`src/rtl/imem_loader.sv`:
```
// imem_loader: boot-time programmer for the instruction memory's write port (port B).
// Packs a little-endian byte stream into DATA_WIDTH-bit words. Each word is written
// to the next address (starting at 0), read back and compared. The CPU is held in
// reset until the whole program has been loaded and verified.
//
// Ports:
//   clk, rst_n            clock, synchronous active-low reset
//   start, num_words      load request pulse and word count (sampled in IDLE/DONE/ERR)
//   byte_in, byte_valid   byte stream input
//   byte_ready            loader accepts a byte this cycle
//   mem_addr, mem_data    port-B address and write data
//   mem_we                port-B write enable
//   mem_q                 port-B registered read data
//   cpu_hold              CPU reset hold (low only in DONE)
//   done, error           load verified / readback mismatch or bad length
//
// state  | meaning
// -------+--------------------------------------------------------------
// IDLE   | waiting for start after reset
// RECV   | collecting bytes of the current word
// WRITE  | driving mem_we for the assembled word
// RD     | same address, write disabled; memory registers ram[addr]
// CMP    | compare mem_q with the assembled word, then advance
// DONE   | all words verified, CPU released
// ERR    | readback mismatch (mem_addr = failing word) or bad length
module imem_loader #(
  parameter int DATA_WIDTH = 32,
  parameter int ADDR_WIDTH = 12
) (
  input  logic                  clk,
  input  logic                  rst_n,
  input  logic                  start,
  input  logic [ADDR_WIDTH:0]   num_words,
  input  logic [7:0]            byte_in,
  input  logic                  byte_valid,
  output logic                  byte_ready,
  output logic [ADDR_WIDTH-1:0] mem_addr,
  output logic [DATA_WIDTH-1:0] mem_data,
  output logic                  mem_we,
  input  logic [DATA_WIDTH-1:0] mem_q,
  output logic                  cpu_hold,
  output logic                  done,
  output logic                  error
);

  localparam int NB    = DATA_WIDTH / 8;
  localparam int IDX_W = (NB > 1) ? $clog2(NB) : 1;
  localparam logic [IDX_W-1:0]    LAST_IDX  = IDX_W'(NB - 1);
  localparam logic [ADDR_WIDTH:0] MAX_WORDS = {1'b1, {ADDR_WIDTH{1'b0}}};
  localparam logic [ADDR_WIDTH:0] ONE_WORD  = {{ADDR_WIDTH{1'b0}}, 1'b1};

  typedef enum logic [2:0] {
    S_IDLE,
    S_RECV,
    S_WRITE,
    S_RD,
    S_CMP,
    S_DONE,
    S_ERR
  } state_t;

  state_t                state_q, state_d;
  logic [ADDR_WIDTH-1:0] addr_q, addr_d;
  logic [IDX_W-1:0]      byte_idx_q, byte_idx_d;
  logic [DATA_WIDTH-1:0] buf_q, buf_d;
  // Down-counter of words still to be verified, including the current one.
  logic [ADDR_WIDTH:0]   words_left_q, words_left_d;

  always_ff @(posedge clk) begin
    if (!rst_n) begin
      state_q      <= S_IDLE;
      addr_q       <= '0;
      byte_idx_q   <= '0;
      buf_q        <= '0;
      words_left_q <= '0;
    end else begin
      state_q      <= state_d;
      addr_q       <= addr_d;
      byte_idx_q   <= byte_idx_d;
      buf_q        <= buf_d;
      words_left_q <= words_left_d;
    end
  end

  always_comb begin
    state_d      = state_q;
    addr_d       = addr_q;
    byte_idx_d   = byte_idx_q;
    buf_d        = buf_q;
    words_left_d = words_left_q;

    case (state_q)
      S_IDLE, S_DONE, S_ERR: begin
        if (start) begin
          // Address is cleared on every start so a bad-length error reports 0.
          addr_d     = '0;
          byte_idx_d = '0;
          if (num_words == '0) begin
            state_d = S_DONE;
          end else if (num_words > MAX_WORDS) begin
            state_d = S_ERR;
          end else begin
            words_left_d = num_words;
            state_d      = S_RECV;
          end
        end
      end

      S_RECV: begin
        if (byte_valid) begin
          for (int k = 0; k < NB; k++) begin
            if (byte_idx_q == IDX_W'(k)) begin
              buf_d[8*k +: 8] = byte_in;
            end
          end
          if (byte_idx_q == LAST_IDX) begin
            state_d = S_WRITE;
          end else begin
            byte_idx_d = byte_idx_q + 1'b1;
          end
        end
      end

      S_WRITE: state_d = S_RD;

      S_RD: state_d = S_CMP;

      S_CMP: begin
        if (mem_q != buf_q) begin
          state_d = S_ERR;
        end else if (words_left_q == ONE_WORD) begin
          state_d = S_DONE;
        end else begin
          // Never wraps: length was bounded to the memory depth at start.
          addr_d       = addr_q + 1'b1;
          words_left_d = words_left_q - 1'b1;
          byte_idx_d   = '0;
          state_d      = S_RECV;
        end
      end

      default: state_d = S_IDLE;
    endcase
  end

  assign byte_ready = (state_q == S_RECV);
  assign mem_we     = (state_q == S_WRITE);
  assign mem_addr   = addr_q;
  assign mem_data   = buf_q;
  assign cpu_hold   = (state_q != S_DONE);
  assign done       = (state_q == S_DONE);
  assign error      = (state_q == S_ERR);

endmodule

```
`config.mk`:
```
export PLATFORM = sky130hd
export DESIGN_NAME = imem_loader
export DESIGN_NICKNAME = d
export VERILOG_FILES = /design/src/rtl/imem_loader.sv
export SDC_FILE = /design/constraint.sdc
export NUM_CORES = 1
export LEC_CHECK = 0
export ABC_AREA = 1
export BUFFER_PORTS_ARGS = -buffer_cell sky130_fd_sc_hd__buf_2
export CAP_MARGIN = 10
export CORE_AREA = 2 2 91 93
export CTS_CLUSTER_SIZE = 10
export DETAILED_ROUTE_END_ITERATION = 10
export DIE_AREA = 0 0 93 95
export GPL_TIMING_DRIVEN = 0
export PLACE_DENSITY = 0.76
export SLEW_MARGIN = 15
export SYNTH_ARGS = -nofsm -noshare
export SYNTH_HDL_FRONTEND = slang
export SYNTH_SLANG_ARGS = --single-unit
export TNS_END_PERCENT = 1
```
`constraint.sdc`:
```
create_clock -name clk -period 3.88 [get_ports clk]
set_input_delay 0.388 -clock clk [delete_from_list [all_inputs] [get_ports clk]]
set_output_delay 0.388 -clock clk [all_outputs]
set_load 0.02 [all_outputs]
```
==> results of run 1 <==
layout make-up:
cell class,instances,area share [%]
flip-flops and latches,62,25.89
well taps,105,2.740
plain buffers,22,2.610
clock buffers,9,2.584
repair buffers,105,10.96
inverters,72,5.637
multi-input cells,440,46.56
clock inverters,7,3.027
per-layer routing:
layer | vias up | part of all wire [%] | global-route usage, %
li1 | 2136 | - | -
met1 | 1850 | 46 | 30.92
met2 | 170 | 44 | 39.31
met3 | 18 | 7.6 | 3.192
met4 | 0 | 2.2 | 9.926
met5 | - | 0 | 0
worst max-delay path by stage:
stage	startpoint	to	slack (ps)	cells after the start
floorplan	state_q[0]	mem_data[20]	2190	8
global placement	mem_q[4]	state_q[1]	1870	12
detailed placement	mem_q[4]	state_q[1]	1850	12
CTS	mem_data[7]	state_q[1]	1990	11
global route	mem_data[28]	state_q[1]	1770	13
finish	mem_data[7]	state_q[1]	1980	11
state kept, by name, indices dropped and copies added, names as in the netlist:
register,cells
words_left_q,13
mem_data,32
state_q,3
mem_addr,12
byte_idx_q,2
through the flow:
stage | worst slack, ps | util [%] | power, mW | instances | hold slack, ps
floorplan | 2187 | - | 1.869 | 596 | 502.8
global placement | 1867 | 57.09 | 2.161 | 806 | 464.1
detailed placement | 1854 | 57.09 | 2.192 | 806 | 468.2
CTS | 1987 | 60.48 | 2.966 | 822 | 334.3
global route | 1775 | 60.48 | 3.190 | 822 | 342.0
finish | 1977 | 60.48 | 2.974 | 822 | 331.6
tightest hold or removal path, delay by kind of cell:
family / cells / cell delay (ps)
buffers and inverters: 1 / 140
AO/OA/AOI/OAI: 2 / 110
power by group:
part / total (mW) / switching, mW / internal (mW)
clock network: 0.776 / 0.281 / 0.495
registers: 0.809 / 0.0868 / 0.722
logic: 1.39 / 0.915 / 0.474
total: 2.97 / 1.28 / 1.69
layout by cell type, fill, tap and decap left out, drive strengths merged, types with 2 or more instances in the layout:
cell,netlist,final
nand2,156,156
buf,12,117
nor2,79,79
inv,72,73
dfxtp,62,62
a21oi,59,59
nand3,59,59
xnor2,26,26
o21ai,22,22
clkbuf,10,19
nand4,11,11
ha,7,7
nor3,7,7
xor2,4,4
bufinv,0,4
a31oi,2,2
cells by family after synthesis:
family,Yosys count,share of synthesized area (%)
and+or+nand+nor,316,36.77
xor gates and xnor gates,30,6.792
DFF,62,32.08
AOI/OAI and AO/OA,87,11.87
buffers and inverters,94,10.22
adders and majority gates,7,2.264
==> qor.csv, run 1 <==
stage,metric,value,unit
run_status,status,"complete, no violations",
routing,drc,0,
timing,finClkSkew,9.126,ps
grt,grt_pass1_vias,3742,
critical_path,worstPathRequired,4110,ps
clock_tree,numCtsBuffers,9,
timing,relSlewSlack,62.15,%
critical_path,critPathSlowestCell,dfxtp_1,
timing,slew_viol_final,0,
synth,synth-seq-cells,62,
grt,grt_pass1_wl,16640,µm
synth,yosysUniqueCellTypes,35,
floorplan,core,7928,µm²
place,place_congestion,0.9308,
layout,final_nets,776,
synth,yosys_warnings,0,
min_path,min_path_type,input port to flop,
clock_tree,clkTransAtPathRegs,80,ps
synth,synth_common_cells,"151 x nand2_1, 75 x nor2_1, 65 x inv_1, 62 x dfxtp_1, 57 x a21oi_1",
critical_path,critical_path_class,flop to flop,
timing,worstMarginPinSlew,567.7,ps
grt,antenna_found_initial,0,
layout,drive_above_1_share,23.15,%
critical_path,path_cells,xnor2_1 -> nand2_1 -> nor2_1 -> nand2_1 -> nor2_1 -> nand2_1 -> nand2_2 -> buf_2 -> nand3_1 -> nand2_1 -> a21oi_1,
layout,multi_input_area,2232,µm²
min_path,min_from,rst_n,
synth,synth_largest_type_area_fraction,32.08,%
critical_path,cp.arrival,2130,ps
routing,ant_nets,0,
timing,fmax,525.4,MHz
grt,grt_max_degree,13,
clock_tree,cts_sinks,62,
grt,overflow,0,
layout,seqCellArea,1241,µm²
timing,tns,0,ps
clock_tree,cts_hold_buf,0,
power,ir_drop,0.4177,mV
clock_tree,post_cts_buffers,0,
critical_path,crit_fanout,10,
floorplan,dieArea,8835,µm²
clock_tree,cts_tree,done,
synth,synth_ff_type,dfxtp_1,
routing,dr.pass1.iters,5,
routing,wl_per_cell,12.42,µm
critical_path,crit_family,simple AND/OR/NAND/NOR gates,
synth,synth_most_common_cell,nand2_1,
floorplan,fp-row-count,33,
synth,syn_avg_cell_area,6.491,µm²
clock_tree,post_cts_resized,0,
floorplan,die_h,95,µm
critical_path,cp-start-kind,flop,
layout,diodes,0,
timing,period_share,49.05,%
critical_path,critPathCaptureType,flop,
min_path,hold_depth,3,
floorplan,die_w,93,µm
clock_tree,ctsRootBufferMaster,clkbuf_8,
critical_path,reg2regPathDepth,11,
critical_path,crit_buf_inv,1,
clock_tree,clk_latency,360,ps
timing,final-hold-violation-count,0,
layout,num-fill-cells,776,
critical_path,cp_slowest_stage_delay,390,ps
routing,routed_wl,10210,µm
flow_run,maxCapViolations,0,
synth,syn-cell-area,3869,µm²
synth,synth-seq-area-share,32.08,%
layout,stdcell_area,4795,µm²
clock_tree,cts_max_path_buffers,2,
power,p_leak,2.229,nW
place,port-buffer-count,105,
synth,synth_cells,596,
power,power.density,620.2,nW/µm²
synth,synth_edf_count,0,
floorplan,ioPinCount,106,
critical_path,crit_path_frequent_cell,nand2_1,
critical_path,rrSetupSlack,1980,ps
grt,grtUsageTotal,23.63,%
timing,min_period,1903,ps
clock_tree,cts_max_level,3,
timing,setup_viol,0,
synth,ys_top_cells_by_area,"dfxtp_1 32%, nand2_1 15%, a21oi_1 7.4%, nor2_1 7.3%, inv_1 6.3%",
place,dpl_cell_area,4526,µm²
place,place_hpwl,7816,µm
min_path,hold_end,mem_data[28],
routing,drtIter0Drc,165,
synth,synth_top_area_cell,dfxtp_1,
timing,rsz0062_at_grt,no,
layout,syn2layout_area_growth,23.93,%
synth,syn_nets,660,
synth,ys_async_sr_fraction,0,%
routing,via_per_inst,5.078,
critical_path,r2r-start,mem_data[7],
routing,vias,4174,
floorplan,initial_core_util,48.80,%
critical_path,r2r-end,state_q[1],
Note: power is estimated with default switching activity, not from simulation.
==> run 2: changes to the inputs <==
--- a/config.mk
+++ b/config.mk
@@ -8,10 +8,10 @@
 export ABC_AREA = 1
 export BUFFER_PORTS_ARGS = -buffer_cell sky130_fd_sc_hd__buf_2
 export CAP_MARGIN = 10
-export CORE_AREA = 2 2 91 93
+export CORE_AREA = 2 2 93 95
 export CTS_CLUSTER_SIZE = 10
 export DETAILED_ROUTE_END_ITERATION = 10
-export DIE_AREA = 0 0 93 95
+export DIE_AREA = 0 0 95 97
 export GPL_TIMING_DRIVEN = 0
 export PLACE_DENSITY = 0.76
 export SLEW_MARGIN = 15
==> constraint.sdc (replaced) <==
create_clock -name clk -period 1.54 [get_ports clk]
set_input_delay 0.154 -clock clk [delete_from_list [all_inputs] [get_ports clk]]
set_output_delay 0.154 -clock clk [all_outputs]
set_load 0.02 [all_outputs]
==> run 2 against run 1 <==
  * Largest cell class unchanged
  * Via count rose by 1.5%
  * Global-route usage rose by 0.27 points
  * First-iteration DRC count rose by 32%
  * The flow now finishes with violations (setup timing)
  * Clock-buffer cell count rose by 1
  * Critical endpoint is now words_left_q[6]
==> qor.csv, run 2 (synthesis results as in run 1) <==
stage,metric,value,unit,change
routing,wl_met2,5130,µm,+13%
place,port-buffer-count,105,,unchanged
timing,rsz0062_at_grt,yes,,
routing,via_per_inst,5.122,,+0.87%
clock_tree,cts_tree,done,,
flow_run,maxCapViolations,0,,unchanged
routing,wl_met3,845,µm,+9.5%
routing,routed_wl,10790,µm,+5.7%
timing,finClkSkew,6.261,ps,-2.865 ps
critical_path,critPathCaptureType,flop,,
critical_path,cp_slowest_stage_delay,340,ps,-50 ps
timing,final-hold-violation-count,0,,unchanged
layout,num-fill-cells,769,,-0.90%
power,power.density,1511,nW/µm²,+140%
grt,antenna_found_initial,0,,unchanged
timing,fmax,587.1,MHz,+12%
place,place_hpwl,8034,µm,+2.8%
floorplan,fp-row-count,33,,unchanged
layout,syn2layout_area_growth,29.27,%,
routing,wl_per_cell,13.05,µm,+5.1%
grt,grtUsageTotal,23.89,%,+0.27 points
critical_path,cp.arrival,1980,ps,-150 ps
min_path,min_from,rst_n,,
power,power,7.557,mW,+150%
routing,dr.pass1.iters,5,,unchanged
layout,largest_reg_flops,32,,unchanged
floorplan,die_w,95,µm,+2.2%
routing,drtIter0Drc,218,,+32%
place,dp_cells,806,,unchanged
min_path,min_path_type,input port to flop,,
power,switching_power,3.361,mW,+160%
power,pwr-share-seq,27.6,%,+0.4 points
routing,ant_nets,0,,unchanged
layout,diodes,0,,unchanged
power,power.internal,4.196,mW,+150%
place,place_congestion,0.9291,,-0.18%
clock_tree,numCtsBuffers,9,,unchanged
routing,highest_layer,met4,,
grt,grt_max_degree,12,,-1
floorplan,core,8134,µm²,+2.6%
place,place_ws,-361.7,ps,-2216 ps
critical_path,crit_family,simple AND/OR/NAND/NOR gates,,
routing,vias,4236,,+1.5%
timing,min_period,1703,ps,-199.9 ps
critical_path,path_cells,xnor2_1 -> nand2_1 -> nor2_2 -> nand2_2 -> nor2_4 -> nand2_2 -> nand2_4 -> nand3_4 -> buf_6 -> nand2_1 -> nand2_1 -> nor2_1,,
clock_tree,clkTransAtPathRegs,70,ps,about the same
timing,period_share,110.6,%,+62 points
floorplan,die_h,97,µm,+2.1%
layout,mostFrequentLayoutCell,nand2_1,,
critical_path,critPathSlowestCell,dfxtp_2,,
clock_tree,cts_sinks,62,,unchanged
timing,relSlewSlack,61.92,%,-0.23 points
critical_path,startpoint,mem_data[2],,
grt,overflow,0,,unchanged
run_status,status,"complete, but fails checks",,
timing,setup_viol,44,,+44
grt,grt_pass1_wl,17780,µm,+6.8%
grt,grt_pass1_vias,3980,,+6.4%
floorplan,initial_core_util,47.56,%,-1.2 points
layout,final_nets,781,,+0.64%
clock_tree,cts_max_path_buffers,2,,unchanged
critical_path,r2r-start,mem_data[2],,
run_status,violations,setup timing,,
clock_tree,cts_hold_buf,0,,unchanged
critical_path,critical_path_class,flop to flop,,
critical_path,worstPathRequired,1820,ps,-2290 ps
floorplan,dieArea,9215,µm²,+4.3%
routing,drc,0,,unchanged
power,ir_drop,1.414,mV,+240%
clock_tree,ctsRootBufferMaster,clkbuf_8,,
power,netSwitchingFraction,44.47,%,+1.3 points
layout,finalCoreUtilization,61.48,%,+1.0 points
critical_path,crit_fanout,5,,-5
clock_tree,cts_max_level,3,,unchanged
critical_path,crit_path_frequent_cell,nand2_1,,
floorplan,ioPinCount,106,,unchanged
routing,drt-met1-wl,4709,µm,+0.84%
power,pwr-share-clk,20.8,%,-5.3 points
timing,slew_viol_final,0,,unchanged
critical_path,crit_buf_inv,1,,unchanged
power,p_leak,2.300,nW,+3.2%
timing,worst_slack,-163.3,ps,-2140 ps
layout,drive_above_1_share,32.55,%,+9.4 points
critical_path,cp-start-kind,flop,,
timing,worstMarginPinSlew,571.3,ps,+3.518 ps
layout,stdcell_count,827,,+0.61%
clock_tree,clk_latency,340,ps,-20 ps
layout,mostFrequentLayoutCells,"143 x nand2_1, 106 x buf_2, 69 x nor2_1",,
power,pwr-share-comb,51.6,%,+4.9 points
==> run 2: final timing paths <==
check                         end  slack, ps  cells past startpoint
setup / recovery  words_left_q[6]       -160                     12
hold / removal       mem_data[28]        110                      3
setup reg to reg  words_left_q[6]       -160                     12
hold reg to reg      mem_data[20]        470                      2
==> run 2: routing by layer <==
layer  global-route usage [%]  vias to the layer above
li1                         -                     2148
met1                    30.84                     1917
met2                    39.39                      159
met3                    5.607                       12
met4                    6.912                        0
met5                        0                        -
==> run 2: cell type report <==
class / count / area, µm² / share of cell area, %
inverters: 72 / 272.8 / 5.454
well taps: 105 / 131.4 / 2.627
clock inverters: 6 / 86.33 / 1.726
repair buffers: 110 / 566.8 / 11.33
flip-flops and latches: 62 / 1295 / 25.89
multi-input cells: 440 / 2355 / 47.09
clock buffers: 10 / 127.6 / 2.552
plain buffers: 22 / 166.4 / 3.328
==> run 2: timing repair <==
| item | CTS | global route |
|---|---|---|
| buffers inserted | 3 | 1 |
| gates resized for setup | 37 | 30 |
| pin swaps | 14 | 10 |
| cloned | 1 | 0 |
| endpoints found under the setup margin | 62 | 62 |
==> run 2: power by group through the flow <==
| stage | Combinational (mW) | Clock (mW) | Sequential (mW) |
|---|---|---|---|
| floorplan | 2.64 | 0 | 2.09 |
| global placement | 3.39 | 0 | 2.07 |
| detailed placement | 3.48 | 0 | 2.08 |
| CTS | 3.77 | 1.60 | 2.07 |
| global route | 4.34 | 1.66 | 2.12 |
| finish | 3.90 | 1.57 | 2.09 |
==> run 2: worst register-to-register path, cell delays in order (launching register included) <==
cell     delay [ps]
dfxtp_2         340
xnor2_1         160
nand2_1          90
nor2_2          130
nand2_2          90
nor2_4          140
nand2_2          90
nand2_4         110
nand3_4         110
buf_6           160
nand2_1          50
nand2_1          50
nor2_1          120
==> run 2: through the flow <==
stage	TNS (ps)	cell area (µm²)	hold WS, ps
finish	-3590	5001	107.2
global route	-9535	5001	107.3
CTS	-2656	4917	85.86
detailed placement	-9942	4566	457.4
global placement	-7801	4566	450.9
floorplan	-457.4	3909	284.9
==> run 3: changes to the inputs <==
--- a/config.mk
+++ b/config.mk
@@ -8,10 +8,10 @@
 export ABC_AREA = 1
 export BUFFER_PORTS_ARGS = -buffer_cell sky130_fd_sc_hd__buf_2
 export CAP_MARGIN = 10
-export CORE_AREA = 2 2 93 95
+export CORE_AREA = 2 2 91 93
 export CTS_CLUSTER_SIZE = 10
 export DETAILED_ROUTE_END_ITERATION = 10
-export DIE_AREA = 0 0 95 97
+export DIE_AREA = 0 0 93 95
 export GPL_TIMING_DRIVEN = 0
 export PLACE_DENSITY = 0.76
 export SLEW_MARGIN = 15
==> constraint.sdc (replaced) <==
create_clock -name clk -period 2.01 [get_ports clk]
set_input_delay 0.201 -clock clk [delete_from_list [all_inputs] [get_ports clk]]
set_output_delay 0.201 -clock clk [all_outputs]
set_load 0.02 [all_outputs]
==> run 3 against run 2 <==
  * The run now ends clean
  * Combinational power is 31% lower
  * Global-route usage is 0.27 points lower
  * Worst hold slack better by 38 ps
  * First-iteration DRC count is 18% lower
  * Clock skew is 3.1 ps higher
  * Register-to-register slack better by 310 ps
  * Highest routed layer unchanged
==> qor.csv, run 3 (synthesis results as in run 1) <==
stage,metric,value,unit,change
run_status,status,"complete, no violations",,
timing,finClkSkew,9.334,ps,+3.073 ps
place,place_congestion,0.9308,,+0.18%
floorplan,ioPinCount,106,,unchanged
layout,stdcell_area,4805,µm²,-3.9%
grt,grt_pass1_wl,16640,µm,-6.4%
routing,ant_nets,0,,unchanged
layout,drive_above_1_share,23.57,%,-9.0 points
power,p_leak,2.230,nW,-3.0%
critical_path,critPathCaptureType,flop,,
routing,routed_wl,10240,µm,-5.1%
layout,diodes,0,,unchanged
critical_path,critPathSlowestCell,dfxtp_1,,
grt,grt_pass1_vias,3742,,-6.0%
critical_path,crit_family,simple AND/OR/NAND/NOR gates,,
floorplan,fp-row-count,33,,unchanged
layout,largest_reg_flops,32,,unchanged
floorplan,die_h,95,µm,-2.1%
timing,min_period,1859,ps,+156.2 ps
clock_tree,clk_latency,360,ps,+20 ps
critical_path,critical_path_class,flop to flop,,
layout,mostFrequentLayoutCells,"151 x nand2_1, 111 x buf_2, 72 x nor2_1",,
grt,grtUsageTotal,23.63,%,-0.27 points
flow_run,maxCapViolations,0,,unchanged
routing,via_per_inst,5.106,,-0.32%
grt,use_met3,3.192,%,-2.4 points
critical_path,path_cells,inv_2 -> nand3_1 -> o211ai_2 -> nand3_2 -> nand2_1 -> inv_2 -> nand3_4 -> buf_6 -> nand2_1 -> nand2_1 -> nor2_1,,
critical_path,cp-start-kind,flop,,
critical_path,cp_slowest_stage_delay,440,ps,+100 ps
clock_tree,cts_sinks,62,,unchanged
routing,drtIter0Drc,179,,-18%
min_path,min_path_type,input port to flop,,
place,port-buffer-count,105,,unchanged
place,dpl_cell_area,4526,µm²,-0.88%
routing,dr.pass1.iters,5,,unchanged
clock_tree,cts_hold_buf,0,,unchanged
timing,relSlewSlack,60.37,%,-1.5 points
layout,final_nets,776,,-0.64%
floorplan,initial_core_util,48.80,%,+1.2 points
critical_path,crit_path_frequent_cell,nand2_1,,
power,power,5.762,mW,-24%
clock_tree,cts_max_path_buffers,2,,unchanged
clock_tree,ctsRootBufferMaster,clkbuf_8,,
grt,grt_max_degree,13,,+1
layout,syn2layout_area_growth,24.19,%,
grt,busiest_layer,met2,,
timing,slew_viol_final,0,,unchanged
clock_tree,numCtsBuffers,9,,unchanged
timing,setup_viol,0,,-100%
power,power.density,1199,nW/µm²,-21%
grt,antenna_found_initial,0,,unchanged
floorplan,die_w,93,µm,-2.1%
floorplan,core,7928,µm²,-2.5%
critical_path,cp.arrival,2150,ps,+170 ps
critical_path,worstPathRequired,2300,ps,+480 ps
critical_path,crit_fanout,10,,+5
timing,fmax,537.8,MHz,-8.4%
layout,mostFrequentLayoutCell,nand2_1,,
power,ir_drop,0.8111,mV,-43%
clock_tree,clkTransAtPathRegs,80,ps,about the same
grt,overflow,0,,unchanged
clock_tree,cts_tree,done,,
floorplan,dieArea,8835,µm²,-4.1%
timing,worstMarginPinSlew,594.5,ps,+23.21 ps
place,place_hpwl,7816,µm,-2.7%
timing,final-hold-violation-count,0,,unchanged
grt,met2_usage,39.31,%,-0.077 points
clock_tree,post_cts_buffers,0,,-3
routing,wl_per_cell,12.46,µm,-4.5%
clock_tree,cts_max_level,3,,unchanged
routing,drc,0,,unchanged
routing,vias,4197,,-0.92%
critical_path,crit_buf_inv,3,,+2
timing,period_share,92.51,%,-18 points
grt,use_met1,30.92,%,+0.073 points
-- run 3: changes by cell type in the layout (fill, tap and decap cells not counted), sizes merged --
cell	delta
buf	-5
bufinv	+2
clkbuf	-1
clkinv	-2
inv	+1
-- run 3: per-layer routing --
metal,vias to the layer above,wire [µm]
met5,-,0
met2,158,4538
li1,2134,-
met3,19,782
met4,0,247
met1,1886,4674
-- run 3: stage by stage --
stage | setup slack, ps | instances | utilization, % | TNS [ps] | hold slack, ps
3_3_place_gp | 148.7 | 806 | 57.09 | 0 | 464.1
4_1_cts | 116.6 | 822 | 60.48 | 0 | 147.3
5_1_grt | -5.213 | 822 | 60.61 | -5.213 | 155.0
2_1_floorplan | 317.3 | 596 | - | 0 | 339.4
3_5_place_dp | 131.4 | 806 | 57.09 | 0 | 468.2
6_report | 150.5 | 822 | 60.61 | 0 | 145.6
-- run 3: worst paths after layout --
check	slack (ps)	start	cells after the start	to
hold / removal	150	rst_n	3	mem_data[28]
setup reg to reg	150	state_q[0]	11	words_left_q[5]
hold reg to reg	480	mem_data[19]	2	mem_data[19]
setup / recovery	150	state_q[0]	11	words_left_q[5]
-- run 3: final cells by class --
class | count | area (µm²)
Clock inverter | 7 | 145.1
Inverter | 72 | 270.3
Buffer | 22 | 127.6
Fill cell | 773 | 3123
Clock buffer | 9 | 123.9
Sequential cell | 62 | 1241
Timing Repair Buffer | 105 | 525.5
Tap cell | 105 | 131.4
Multi-Input combinational cell | 440 | 2240
-- run 3: worst register-to-register path: stages, from the launching register on --
cell and delay [ps]:
dfxtp_1 440, inv_2 80, nand3_1 140, o211ai_2 170, nand3_2 120, nand2_1 80, inv_2 180, nand3_4 180
buf_6 190, nand2_1 50, nand2_1 40, nor2_1 110
-- run 3: where the power goes --
part | switching (mW) | internal (mW) | leakage (nW) | total, mW
clock | 0.546 | 0.955 | 0.130 | 1.50
combinational | 1.78 | 0.921 | 1.60 | 2.70
sequential | 0.167 | 1.39 | 0.503 | 1.56
-- run 3: what timing repair did --
action | in CTS | in global routing
resized for setup | 0 | 4
hold endpoints to repair | 0 | 0
endpoints found under the setup margin | 0 | 15
